[src/rtl/lutram_sfifo_ctrl_pkg.sv]
// ---------------------------------------------------------------------------
// lutram_sfifo_ctrl_pkg
// Shared definitions for the LUT-RAM first-word-fall-through FIFO:
//   count_width()  - width of the occupancy counter (ADDR_WIDTH+1, so DEPTH fits)
//   params_legal() - range check on ADDR_WIDTH / AFULL_TH / AEMPTY_TH, used at
//                    elaboration to reject bad instantiations
//   fifo_flags_t   - registered status flags of the FIFO
//   FLAGS_RST      - flag values after reset / clear
// ---------------------------------------------------------------------------
package lutram_sfifo_ctrl_pkg;

  function automatic int count_width(input int addr_width);
    return addr_width + 1;
  endfunction

  function automatic bit params_legal(input int addr_width, input int afull_th,
                                      input int aempty_th);
    int depth;
    if (addr_width < 1 || addr_width > 10) return 1'b0;
    depth = 1 << addr_width;
    if (afull_th < 1 || afull_th > depth) return 1'b0;
    if (aempty_th < 0 || aempty_th > depth - 1) return 1'b0;
    return 1'b1;
  endfunction

  typedef struct packed {
    logic rvld;
    logic full;
    logic afull;
    logic aempty;
  } fifo_flags_t;

  localparam fifo_flags_t FLAGS_RST = '{rvld: 1'b0, full: 1'b0, afull: 1'b0, aempty: 1'b1};

endpackage

[src/rtl/lutram_sfifo_ctrl_if.sv]
// ---------------------------------------------------------------------------
// lutram_sfifo_ctrl_if
// Write/read handshake bundle of the FIFO.
//   master modport (user side): drives clr, wen, wdata, ren; observes status.
//   slave  modport (FIFO side): receives requests; drives full, afull, rdata,
//                               rvld, aempty, count, ovf_err, udf_err.
// ---------------------------------------------------------------------------
interface lutram_sfifo_ctrl_if
  import lutram_sfifo_ctrl_pkg::*;
#(
  parameter int DATA_WIDTH = 8,
  parameter int ADDR_WIDTH = 5
) ();
  localparam int CW = count_width(ADDR_WIDTH);

  logic                  clr;
  logic                  wen;
  logic [DATA_WIDTH-1:0] wdata;
  logic                  full;
  logic                  afull;
  logic                  ren;
  logic [DATA_WIDTH-1:0] rdata;
  logic                  rvld;
  logic                  aempty;
  logic [CW-1:0]         count;
  logic                  ovf_err;
  logic                  udf_err;

  modport master (
    output clr, wen, wdata, ren,
    input  full, afull, rdata, rvld, aempty, count, ovf_err, udf_err
  );

  modport slave (
    input  clr, wen, wdata, ren,
    output full, afull, rdata, rvld, aempty, count, ovf_err, udf_err
  );
endinterface

[src/rtl/lutram_sfifo_ctrl_lutram.sv]
// ---------------------------------------------------------------------------
// xilinx_lutram
// Distributed-RAM wrapper: synchronous write on clk_wr, combinational read.
//   clk_wr, clk_rd  write / read clocks (read path is asynchronous, so clk_rd
//                   only exists for port compatibility with the primitive)
//   reset           blocks writes while high; contents are never cleared
//   wren, wraddress, data   write port
//   rden, rdaddress, q      read port (q forced to 0 when rden is low)
// ---------------------------------------------------------------------------
module xilinx_lutram #(
  parameter int RAM_WIDTH = 8,
  parameter int RAM_DEEP  = 5
) (
  input  logic                 clk_wr,
  input  logic                 clk_rd,
  input  logic                 reset,
  input  logic                 wren,
  input  logic [RAM_DEEP-1:0]  wraddress,
  input  logic [RAM_WIDTH-1:0] data,
  input  logic                 rden,
  input  logic [RAM_DEEP-1:0]  rdaddress,
  output logic [RAM_WIDTH-1:0] q
);
  localparam int WORDS = 2 ** RAM_DEEP;

  logic [RAM_WIDTH-1:0] mem [WORDS];

  // The read side is combinational, so the read clock has no load.
  logic unused_clk_rd;
  assign unused_clk_rd = clk_rd;

  always_ff @(posedge clk_wr) begin
    if (wren && !reset) begin
      mem[wraddress] <= data;
    end
  end

  assign q = rden ? mem[rdaddress] : '0;
endmodule

[src/rtl/lutram_sfifo_ctrl.sv]
// ---------------------------------------------------------------------------
// lutram_sfifo_ctrl
// Single-clock FWFT FIFO on top of xilinx_lutram. Holds the pointers, the
// occupancy counters, the status flags and a one-word output register that
// presents the head word (rdata/rvld).
//   clk    single clock (also RAM write/read clock)
//   reset  synchronous, active-high
//   bus    lutram_sfifo_ctrl_if.slave: clr, wen/wdata, ren in;
//          full, afull, rdata, rvld, aempty, count, ovf_err, udf_err out
// Total capacity is DEPTH words counting the output register.
// ---------------------------------------------------------------------------
module lutram_sfifo_ctrl
  import lutram_sfifo_ctrl_pkg::*;
#(
  parameter int DATA_WIDTH = 8,
  parameter int ADDR_WIDTH = 5,
  parameter int AFULL_TH   = 2 ** ADDR_WIDTH - 2,
  parameter int AEMPTY_TH  = 2
) (
  input  logic                  clk,
  input  logic                  reset,
  lutram_sfifo_ctrl_if.slave    bus
);
  localparam int DEPTH = 2 ** ADDR_WIDTH;
  localparam int CW    = count_width(ADDR_WIDTH);

  localparam logic [CW-1:0]         DEPTH_C  = CW'(DEPTH);
  localparam logic [CW-1:0]         AFULL_C  = CW'(AFULL_TH);
  localparam logic [CW-1:0]         AEMPTY_C = CW'(AEMPTY_TH);
  localparam logic [ADDR_WIDTH-1:0] PTR_ONE  = ADDR_WIDTH'(1);

  if (!params_legal(ADDR_WIDTH, AFULL_TH, AEMPTY_TH)) begin : g_bad_params
    $error("lutram_sfifo_ctrl: ADDR_WIDTH/AFULL_TH/AEMPTY_TH out of range");
  end

  logic [ADDR_WIDTH-1:0] wr_ptr_reg;
  logic [ADDR_WIDTH-1:0] rd_ptr_reg;
  logic [CW-1:0]         ram_cnt_reg;
  logic [CW-1:0]         count_reg;
  logic [DATA_WIDTH-1:0] rdata_reg;
  fifo_flags_t           flags_reg;
  logic                  ovf_reg;
  logic                  udf_reg;

  logic                  flush;
  logic                  wacc;
  logic                  pop;
  logic                  load;
  logic [CW-1:0]         ram_cnt_next;
  logic [CW-1:0]         count_next;
  logic [DATA_WIDTH-1:0] ram_q;

  // A flush cycle must not write the RAM either, otherwise the write pointer
  // would be reset while a word lands at the old address.
  assign flush = reset | bus.clr;
  assign wacc  = bus.wen & ~flags_reg.full & ~flush;
  assign pop   = bus.ren & flags_reg.rvld;
  // Refill the output register when it is empty or being emptied this cycle.
  assign load  = (ram_cnt_reg != '0) & (~flags_reg.rvld | pop);

  assign ram_cnt_next = ram_cnt_reg + CW'(wacc) - CW'(load);
  assign count_next   = count_reg + CW'(wacc) - CW'(pop);

  xilinx_lutram #(
    .RAM_WIDTH (DATA_WIDTH),
    .RAM_DEEP  (ADDR_WIDTH)
  ) u_ram (
    .clk_wr    (clk),
    .clk_rd    (clk),
    .reset     (1'b0),
    .wren      (wacc),
    .wraddress (wr_ptr_reg),
    .data      (bus.wdata),
    .rden      (1'b1),
    .rdaddress (rd_ptr_reg),
    .q         (ram_q)
  );

  always_ff @(posedge clk) begin
    if (reset || bus.clr) begin
      wr_ptr_reg  <= '0;
      rd_ptr_reg  <= '0;
      ram_cnt_reg <= '0;
      count_reg   <= '0;
      rdata_reg   <= '0;
      flags_reg   <= FLAGS_RST;
      ovf_reg     <= 1'b0;
      udf_reg     <= 1'b0;
    end else begin
      if (wacc) begin
        wr_ptr_reg <= wr_ptr_reg + PTR_ONE;
      end
      if (load) begin
        rdata_reg      <= ram_q;
        rd_ptr_reg     <= rd_ptr_reg + PTR_ONE;
        flags_reg.rvld <= 1'b1;
      end else if (pop) begin
        flags_reg.rvld <= 1'b0;
      end
      ram_cnt_reg      <= ram_cnt_next;
      count_reg        <= count_next;
      flags_reg.full   <= (count_next == DEPTH_C);
      flags_reg.afull  <= (count_next >= AFULL_C);
      flags_reg.aempty <= (count_next <= AEMPTY_C);
      // full is the pre-edge value, so wen together with a pop on a full
      // FIFO is still an overflow.
      ovf_reg          <= bus.wen & flags_reg.full;
      udf_reg          <= bus.ren & ~flags_reg.rvld;
    end
  end

  assign bus.full    = flags_reg.full;
  assign bus.afull   = flags_reg.afull;
  assign bus.aempty  = flags_reg.aempty;
  assign bus.rvld    = flags_reg.rvld;
  assign bus.rdata   = rdata_reg;
  assign bus.count   = count_reg;
  assign bus.ovf_err = ovf_reg;
  assign bus.udf_err = udf_reg;
endmodule
[src/flat_wrapper.sv]
// flat-port wrapper written by rule: the top's interface ports become plain ports
module lutram_sfifo_ctrl_flat import lutram_sfifo_ctrl_pkg::*;
#(
  parameter int DATA_WIDTH = 8,
  parameter int ADDR_WIDTH = 5,
  parameter int AFULL_TH   = 2 ** ADDR_WIDTH - 2,
  parameter int AEMPTY_TH  = 2
)
  (clk, reset, bus_clr, bus_wen, bus_wdata, bus_ren, bus_full, bus_afull, bus_rdata, bus_rvld, bus_aempty, bus_count, bus_ovf_err, bus_udf_err);
  lutram_sfifo_ctrl_if #(.DATA_WIDTH(DATA_WIDTH), .ADDR_WIDTH(ADDR_WIDTH)) bus_i ();
  input  logic clk;
  input  logic reset;
  input wire logic [$bits(bus_i.clr)-1:0] bus_clr;
  input wire logic [$bits(bus_i.wen)-1:0] bus_wen;
  input wire logic [$bits(bus_i.wdata)-1:0] bus_wdata;
  input wire logic [$bits(bus_i.ren)-1:0] bus_ren;
  output wire logic [$bits(bus_i.full)-1:0] bus_full;
  output wire logic [$bits(bus_i.afull)-1:0] bus_afull;
  output wire logic [$bits(bus_i.rdata)-1:0] bus_rdata;
  output wire logic [$bits(bus_i.rvld)-1:0] bus_rvld;
  output wire logic [$bits(bus_i.aempty)-1:0] bus_aempty;
  output wire logic [$bits(bus_i.count)-1:0] bus_count;
  output wire logic [$bits(bus_i.ovf_err)-1:0] bus_ovf_err;
  output wire logic [$bits(bus_i.udf_err)-1:0] bus_udf_err;
  assign bus_i.clr = bus_clr;
  assign bus_i.wen = bus_wen;
  assign bus_i.wdata = bus_wdata;
  assign bus_i.ren = bus_ren;
  assign bus_full = bus_i.full;
  assign bus_afull = bus_i.afull;
  assign bus_rdata = bus_i.rdata;
  assign bus_rvld = bus_i.rvld;
  assign bus_aempty = bus_i.aempty;
  assign bus_count = bus_i.count;
  assign bus_ovf_err = bus_i.ovf_err;
  assign bus_udf_err = bus_i.udf_err;
  lutram_sfifo_ctrl #(.DATA_WIDTH(DATA_WIDTH), .ADDR_WIDTH(ADDR_WIDTH), .AFULL_TH(AFULL_TH), .AEMPTY_TH(AEMPTY_TH)) u_core (.clk(clk), .reset(reset), .bus(bus_i));
endmodule
[config.mk]
export PLATFORM = sky130hd
export DESIGN_NAME = lutram_sfifo_ctrl_flat
export DESIGN_NICKNAME = d
export VERILOG_FILES = /design/src/rtl/lutram_sfifo_ctrl_pkg.sv /design/src/rtl/lutram_sfifo_ctrl_if.sv /design/src/rtl/lutram_sfifo_ctrl_lutram.sv /design/src/rtl/lutram_sfifo_ctrl.sv /design/src/flat_wrapper.sv
export SDC_FILE = /design/constraint.sdc
export NUM_CORES = 1
export LEC_CHECK = 0
export ABC_AREA = 1
export CAP_MARGIN = 20
export CORE_MARGIN = 4
export CORE_UTILIZATION = 30
export DETAILED_ROUTE_END_ITERATION = 10
export GPL_TIMING_DRIVEN = 1
export PLACE_DENSITY = 0.44
export SLEW_MARGIN = 20
export SYNTH_ARGS = -nofsm -noshare
export SYNTH_HDL_FRONTEND = slang
export SYNTH_SLANG_ARGS = --single-unit
[constraint.sdc]
create_clock -name clk -period 4.65 [get_ports clk]
set_input_delay 0.93 -clock clk [delete_from_list [all_inputs] [get_ports clk]]
set_output_delay 0.93 -clock clk [all_outputs]
set_load 0.005 [all_outputs]
# After elaboration in Yosys (flattened, before gate mapping)
# Memories as Yosys holds them, arrays and structs flattened. A register that Yosys moved wholly into a read port is not among the register bits.
# Cells that the tools add are included.
[word_totals] memories=1 elab_cells=38 ramBits=256 reg_bits=28 output_inout_bits=20
[memory_table] name="u_core.u_ram.mem" depth=32 word_bits=8 rd=1 rd_ports_with_merged_regs=1 wr=1 line_no="lutram_sfifo_ctrl_lutram.sv:26" text="logic [RAM_WIDTH-1:0] mem [WORDS];"
[op_classes] addsub=6 mux=4 order_cmp=2 bitwise=11 reduce_logical=3 eq_ne=1
[op_table] op="6-bit by 1-bit adder with 6-bit output" n=2
[op_table] op="6-bit by 1-bit subtractor with 6-bit output" n=2
[op_table] op="5-bit by 1-bit adder with 5-bit output, second input constant" n=2
[op_table] op="1-bit bitwise AND" n=6
[op_table] op="6-bit == test, second input constant" n=1
[op_table] op="6-bit by 5-bit greater-or-equal comparator with 1-bit output, second input constant" n=1
[op_table] op="6-bit by 2-bit <= comparator with 1-bit output, second input constant" n=1
[op_table] op="6-bit nonzero test" n=1
[op_table] op="1-bit two-way mux" n=4
[op_table] op="1-bit inverter" n=3
[op_table] op="1-bit OR" n=2
[op_table] op="2-bit nonzero test" n=1
[op_table] op="1-bit logical OR" n=1

# Longest topological paths before layout
# Gate-level depths: netlist of run 1.
[depth] depth_word=6 ltp_mapped=15 ltp_nobuf=15

# Cells and area by module
# From an unflattened synthesis of run 1, not the netlist that was laid out.
[hier_totals] cells_unflattened=1156 area_unflattened_um2=12333.1
[modules_own_cells] mod="xilinx_lutram" area_each_um2=10545.1 seq_area_each_um2=7687.4 cells_each=924 n_inst=1
[modules_own_cells] mod="lutram_sfifo_ctrl" area_each_um2=1788.0 seq_area_each_um2=720.7 cells_each=232 n_inst=1

# Worst setup path after synthesis of run 1
# Ideal clock, no wire load.
[synth_timing] path_kind="input to register" from="in bus_ren" to="reg u_core.ram_cnt_reg[4]" setup_ns=0.125 slack_ns=1.733 arrival_ns=2.792 path_stages=13 n_path_buf=0 required_ns=4.525 path_cell_list="inv_1 -> nand2_1 -> nand2_1 -> clkinv_1 -> ha_1 -> inv_1 -> ha_1 -> inv_1 -> fa_1 -> nor3_1 -> a211oi_1 -> o21ai_0 -> a21oi_1"
[synth_between] elab_chain_cells=4
[synth_rtl] element="start, declared" line_no="flat_wrapper.sv:16" text="input wire logic [$bits(bus_i.ren)-1:0] bus_ren;"
[synth_rtl] element="1-bit bitwise AND" line_no="lutram_sfifo_ctrl.sv:57" text="assign pop = bus.ren & flags_reg.rvld;"
[synth_rtl] element="1-bit OR" line_no="lutram_sfifo_ctrl.sv:59" text="assign load = (ram_cnt_reg != '0) & (~flags_reg.rvld | pop);"
[synth_rtl] element="1-bit bitwise AND" line_no="lutram_sfifo_ctrl.sv:59"
[synth_rtl] element="net u_core.load" line_no="lutram_sfifo_ctrl.sv:48" text="logic load;"
[synth_rtl] element="6-bit by 1-bit subtractor with 6-bit output" line_no="lutram_sfifo_ctrl.sv:61" text="assign ram_cnt_next = ram_cnt_reg + CW'(wacc) - CW'(load);"
[synth_rtl] element="end signal, assigned" line_no="lutram_sfifo_ctrl.sv:100" text="ram_cnt_reg <= ram_cnt_next;"
[synth_rtl] element="end, declared" line_no="lutram_sfifo_ctrl.sv:38" text="logic [CW-1:0] ram_cnt_reg;"
# The timed path passes the listed nets, and every way through them passes these cells.
# A chain may end at the register's enable or synchronous reset.

# Worst setup path in the final report of run 1
# Same ends and word-level chain as after synthesis.

==> metrics.cfg, run 1 <==
[timing]
rsz0062_at_grt = false
fmax_mhz = 323.9
max_slew_margin_pct = 45.61
fin_skew_ps = 12.05
fin_crit_sh_pct = 66.40
min_period_ps = 3088
final_hold_viol_count = 0
timing.final.max_slew_violations = 0
finalSetupTns_ps = 0
whs_ps = 462.9
setup_violations = 0
worst_slew_pin_slew_ps = 811.4

[clocking]
cts_tree = yes
cts_hold_buf = 0
post_cts_buffers = 0
numCtsBuffers = 34
clkTransAtPathRegs_ps = 60
clockRootBuffer = clkbuf_16
htreeDepth = 2
cts_buffer_depth = 3
cts-resized-gates = 0
cts.sinks = 292
clk_latency_ps = 510

[worst_setup_path]
worstSetupStartpointType = primary input
cpMostUsedCell = inv_1
worstRegToRegCells = 7
critPathBufInv = 5
cp_max_fo = 10
worstPathCellList = clkdlybuf4s50_1, inv_1, nand2_1, nand2_1, clkinv_1, ha_1, inv_1, ha_1, inv_1, fa_1, nor3_1, a211oi_1, o21ai_0, a21oi_1
end_kind = flop
slowest_stage = fa_1
r2r-end = u_core.bus.rdata[2]
crit_cells = 14
crit_type = primary input to flop
endpoint = u_core.ram_cnt_reg[4]
worstPathArrival_ps = 3480
cp_top_family = adder cells
cpPeakStageDelay_ps = 430
crit_required_ps = 5040
crit_start = bus_ren
reg2reg_from = u_core.rd_ptr_reg[2]
r2r_setup_slack_ps = 1860

[drt]
detail_route.wl_per_cell_um = 18.12
num_vias = 8380
vias_per_cell = 4.594
dr.pass1.iters = 5
ant_nets = 0
drc = 0
finalWirelength_um = 33050
drt_iter0_markers = 534

[finish]
drive_gt1_share_pct = 5.728
num_antenna_cells = 0
syn_to_final_growth_pct = 15.56
final_area_um2 = 14540
largest_register_ffs = 256
fin_nets = 1301
final_common_cell = nand2_1
mostFrequentLayoutCells = 375 x nand2_1, 256 x edfxtp_1, 164 x nand3_1

[pwr]
swShare_pct = 31.34
pwr-share-seq_pct = 40.8
power_mw = 7.406
pwr-share-comb_pct = 23.8
power_frac_clock_pct = 35.4
ir_drop_uv = 214.6
cellPowerDensity_nw_per_um2 = 509.5
p_sw_mw = 2.321
p_int_mw = 5.085
leakage_nw = 5.641

[yosys]
syn_avg_cell_area_um2 = 10.19
synth_xor_xnor_area_share_pct = 0.2785
yosys_warnings = 0
yosysUniqueCellTypes = 29
netlist_instances = 1235
seq_area_frac_synth_pct = 66.84
syn_area_um2 = 12580
synthAdderAreaFrac_pct = 2.208
synth_nets = 1269
synth-compound-area-share_pct = 2.457
synthMuxAreaShare_pct = 0
yosys.area_share.simple_pct = 21.40
synth-seq-cells = 292
synth_top_family_by_area = simple AND/OR/NAND/NOR gates

[placement]
place_congestion = 0.7917
placed_area_um2 = 13440
io_buffers = 32
dp_hpwl_um = 20400

[global_routing]
grt_first_pass_wirelength_um = 50540
antenna_found_initial = 0
grt_use_total_pct = 14.77
grt_pass1_vias = 8351
grt_overflow = 0
grt_max_degree = 122

[floorplanning]
rows = 74
start_util_pct = 30.60
top_level_ports = 33
die_h_um = 212.8
coreArea_um2 = 41110
die_width_um = 212.8
dieArea_um2 = 45270

[hold_path]
hold_class = flop to flop

[job]
drv_cap = 0

[run_status]
outcome = finished, final reports clean

per-layer routing:
layer	vias to the layer above	part of all wire, %	GRT usage, %	wire [um]
met2	181	47	23.96	15490
met4	0	1.9	3.865	618
met3	39	4.9	2.468	1613
met5	-	0	0	0
li1	4132	-	-	-
met1	4028	46	20.74	15330
how the worst min path moves through the flow:
stage,startpoint,endpoint,slack [ps],cells after the start
floorplan,u_core.bus.rdata[0],u_core.bus.rdata[0],460,2
global placement,u_core.bus.rdata[7],u_core.bus.rdata[7],460,2
detailed placement,u_core.bus.rdata[7],u_core.bus.rdata[7],460,2
CTS,u_core.bus.rdata[7],u_core.bus.rdata[7],470,2
global route,u_core.bus.rdata[7],u_core.bus.rdata[7],490,2
finish,u_core.bus.rdata[7],u_core.bus.rdata[7],460,2
logic make-up (layout without fill, tap and decap cells):
kind of cell    after synthesis  after routing
xor+xnor                      4              4
simple gates                649            649
compound gates               61             61
buf+inv                     208            265
flops                       292            292
fa+ha+maj                    21             21
power groups by stage:
stage	Combinational [mW]	Clock [mW]	Sequential, mW
floorplan	1.24	0	3.02
global placement	1.79	0	3.08
detailed placement	1.79	0	3.08
CTS	1.79	2.69	3.02
global route	2.03	2.79	3.04
finish	1.76	2.62	3.02
final cells by class:
class,instances,area [um2]
well taps,532,665.6
flip-flops and latches,292,8413
repair buffers,50,467.9
fillers,4197,26570
inverters,154,579.3
multi-input cells,735,3314
clock inverters,13,108.9
clock buffers,48,987.2
through the flow:
stage	util (%)	cells	worst slack, ps
floorplan	-	1235	1733
global placement	32.69	1763	1082
detailed placement	32.69	1763	1049
CTS	35.36	1824	1574
global route	35.36	1824	1325
finish	35.36	1824	1562
cells in the mapped netlist:
cell type    n  share of area [%]
edfxtp_1   256                 61
and2_1       1              0.050
nand2_2      1              0.050
dfxtp_1     36                5.7
nor2_1      92                2.7
ha_1        19                1.9
inv_1      150                4.5
or2_2        1              0.050
nand3_1    164                6.5
a31oi_1      1              0.050
clkinv_1     2              0.060
nand2_1    375                 11
fa_1         2               0.32
nor3b_1      1              0.060
nor3_1       7               0.28
a211oi_1     1              0.060
nand4_1      5               0.25
nor3_4       1               0.13
nor3_2       1              0.080
buf_2       34                1.4
inv_2        2              0.060
buf_1        1              0.030
a21oi_1     40                1.6
o21ai_0     19               0.76
buf_4        7               0.42
buf_6        1              0.090
xor2_1       1              0.070
clkbuf_1    11               0.33
xnor2_1      3               0.21
worst min-delay path, cell delays in order (launching register included):
cell and delay [ps]:
dfxtp_1 310, nand2_1 60, a21oi_1 50
Note: power is estimated with default switching activity, not from simulation.
==> inputs of run 2 (changes only) <==
Settings changed: PLACE_DENSITY 0.44 to 0.45.
Clock period 4.65 ns to 2.7 ns, I/O delays scaled along.
==> run 2 against run 1 <==
Cell count increased by 2.3%. Sequential share of layout area decreased by 1.3 points. Via count increased by 0.39%. Power increased by 72%. Clock-buffer cell count decreased by 6. Largest power group unchanged. First-iteration DRC count increased by 30%.
==> metrics.cfg, run 2 (synthesized netlist as in run 1, its figures left out) <==
[run_status]
outcome = finished, final reports clean

[timing]
min_period_ps = 2434
timing.final.max_slew_violations = 0  ; unchanged
fin_ws_ps = 266.3  ; -1296 ps
rsz0062_at_grt = false
fin_crit_sh_pct = 90.14
setup_violations = 0  ; unchanged
final_hold_viol_count = 0  ; unchanged
fin_skew_ps = 14.01  ; +1.955 ps
max_slew_margin_pct = 51.88  ; +6.3 points
fmax_mhz = 410.9
worst_slew_pin_slew_ps = 717.3  ; -94.08 ps

[finish]
multi_input_area_um2 = 3314  ; unchanged
largest_register_ffs = 256  ; unchanged
num_antenna_cells = 0  ; unchanged
final_common_cell = nand2_1
n_fill_cell = 4136  ; -1.5%
fin_nets = 1344  ; +3.3%
seq_area_um2 = 8413  ; unchanged
stdcell_count = 1866  ; +2.3%
drive_gt1_share_pct = 8.471  ; +2.7 points
mostFrequentLayoutCells = 375 x nand2_1, 256 x edfxtp_1, 164 x nand3_1
syn_to_final_growth_pct = 18.26

[drt]
finalWirelength_um = 32830  ; -0.68%
vias_per_cell = 4.509  ; -1.9%
detail_route.wl_per_cell_um = 17.59  ; -2.9%
dr.pass1.iters = 7  ; +2
ant_nets = 0  ; unchanged
drt_iter0_markers = 696  ; +30%
num_vias = 8413  ; +0.39%
drc = 0  ; unchanged

[placement]
place_ws_ps = -174.0  ; -1223 ps
dp_hpwl_um = 19080  ; -6.4%
place_inst = 1805  ; +2.4%
io_buffers = 32  ; unchanged
place_congestion = 0.7558  ; -4.5%

[clocking]
cts-resized-gates = 0  ; unchanged
clockRootBuffer = clkbuf_16
cts_buffer_depth = 3  ; unchanged
htreeDepth = 2  ; unchanged
numCtsBuffers = 35  ; +2.9%
post_cts_buffers = 0  ; unchanged
cts_tree = yes
cts.sinks = 292  ; unchanged
clk_latency_ps = 510  ; about the same
cts_hold_buf = 0  ; unchanged
clkTransAtPathRegs_ps = 60  ; about the same

[worst_setup_path]
r2r_setup_slack_ps = 270  ; -1590 ps
worstPathArrival_ps = 2820  ; -660 ps
crit_type = flop to flop
worstSetupStartpointType = flop
cp_max_fo = 3  ; -7
end_kind = flop
crit_required_ps = 3080  ; -1960 ps

[hold_path]
hold_class = flop to flop

[global_routing]
grt_first_pass_wirelength_um = 50040  ; -1.0%
antenna_found_initial = 0  ; unchanged
grt_use_total_pct = 14.52  ; -0.25 points
grt_max_degree = 70  ; -43%
grt_overflow = 0  ; unchanged
grt_pass1_vias = 8184  ; -2.0%

[pwr]
ir_drop_uv = 491.2  ; +130%
leakage_nw = 5.852  ; +3.7%
cellPowerDensity_nw_per_um2 = 857.4  ; +68%

[floorplanning]
top_level_ports = 33  ; unchanged
die_width_um = 212.8  ; unchanged
dieArea_um2 = 45270  ; unchanged
die_h_um = 212.8  ; unchanged
start_util_pct = 30.60  ; unchanged
coreArea_um2 = 41110  ; unchanged
rows = 74  ; unchanged

[job]
drv_cap = 0  ; unchanged

[run 2: cell count changes in the layout (fill, tap and decap cells not counted), moves of 3 or more]
cell	previous run	this run
clkinv_2	7	3
inv_6	0	3
clkinv_1	7	13
buf_12	1	7
clkbuf_1	9	6
buf_4	17	53
[run 2: power breakdown]
group          internal (mW)  switching, mW
Sequential              5.04         0.0839
Combinational           1.12           2.17
Clock                   2.53           1.81
[run 2: area by class of cell]
type	count	area share [%]
multi-input cells	735	22.28
flip-flops and latches	292	56.55
inverters	154	3.894
clock inverters	19	0.8242
well taps	532	4.474
repair buffers	92	5.770
clock buffers	42	6.207
[run 2: path summary, 6_finish.rpt]
| kind | start | endpoint | cells after the start |
|---|---|---|---|
| max | u_core.ram_cnt_reg[2] | u_core.ram_cnt_reg[4] | 14 |
| max reg2reg | u_core.ram_cnt_reg[2] | u_core.ram_cnt_reg[4] | 14 |
| min | u_core.bus.rdata[7] | u_core.bus.rdata[7] | 2 |
| min reg2reg | u_core.bus.rdata[7] | u_core.bus.rdata[7] | 2 |
[run 2: metrics by stage]
step | area [um2] | utilization [%] | setup TNS (ps) | total power [mW] | hold WS (ps)
6_report | 14880 | 36.19 | 0 | 12.76 | 468.4
5_1_grt | 14880 | 36.19 | 0 | 13.53 | 492.3
4_1_cts | 14880 | 36.19 | 0 | 12.94 | 466.3
3_5_place_dp | 13830 | 33.64 | -435.4 | 8.556 | 457.4
3_3_place_gp | 13830 | 33.64 | -383.4 | 8.553 | 456.8
2_1_floorplan | 12580 | - | 0 | 7.330 | 461.8
[run 2: critical path, stage by stage, from the launching register on]
cell,delay (ps)
dfxtp_1,310
inv_1,80
ha_1,160
nand4_1,100
nand2_1,90
clkinv_1,80
ha_1,290
inv_1,60
ha_1,160
inv_1,60
fa_1,430
nor3_1,210
a211oi_1,80
o21ai_0,160
a21oi_1,50
[run 2: metal layers]
layer | track usage [%] | wire, um | vias to the layer above
li1 | - | - | 4218
met5 | 0 | 0 | -
met3 | 2.086 | 1332 | 58
met4 | 4.420 | 878 | 0
met2 | 23.57 | 15350 | 164
met1 | 20.34 | 15260 | 3973
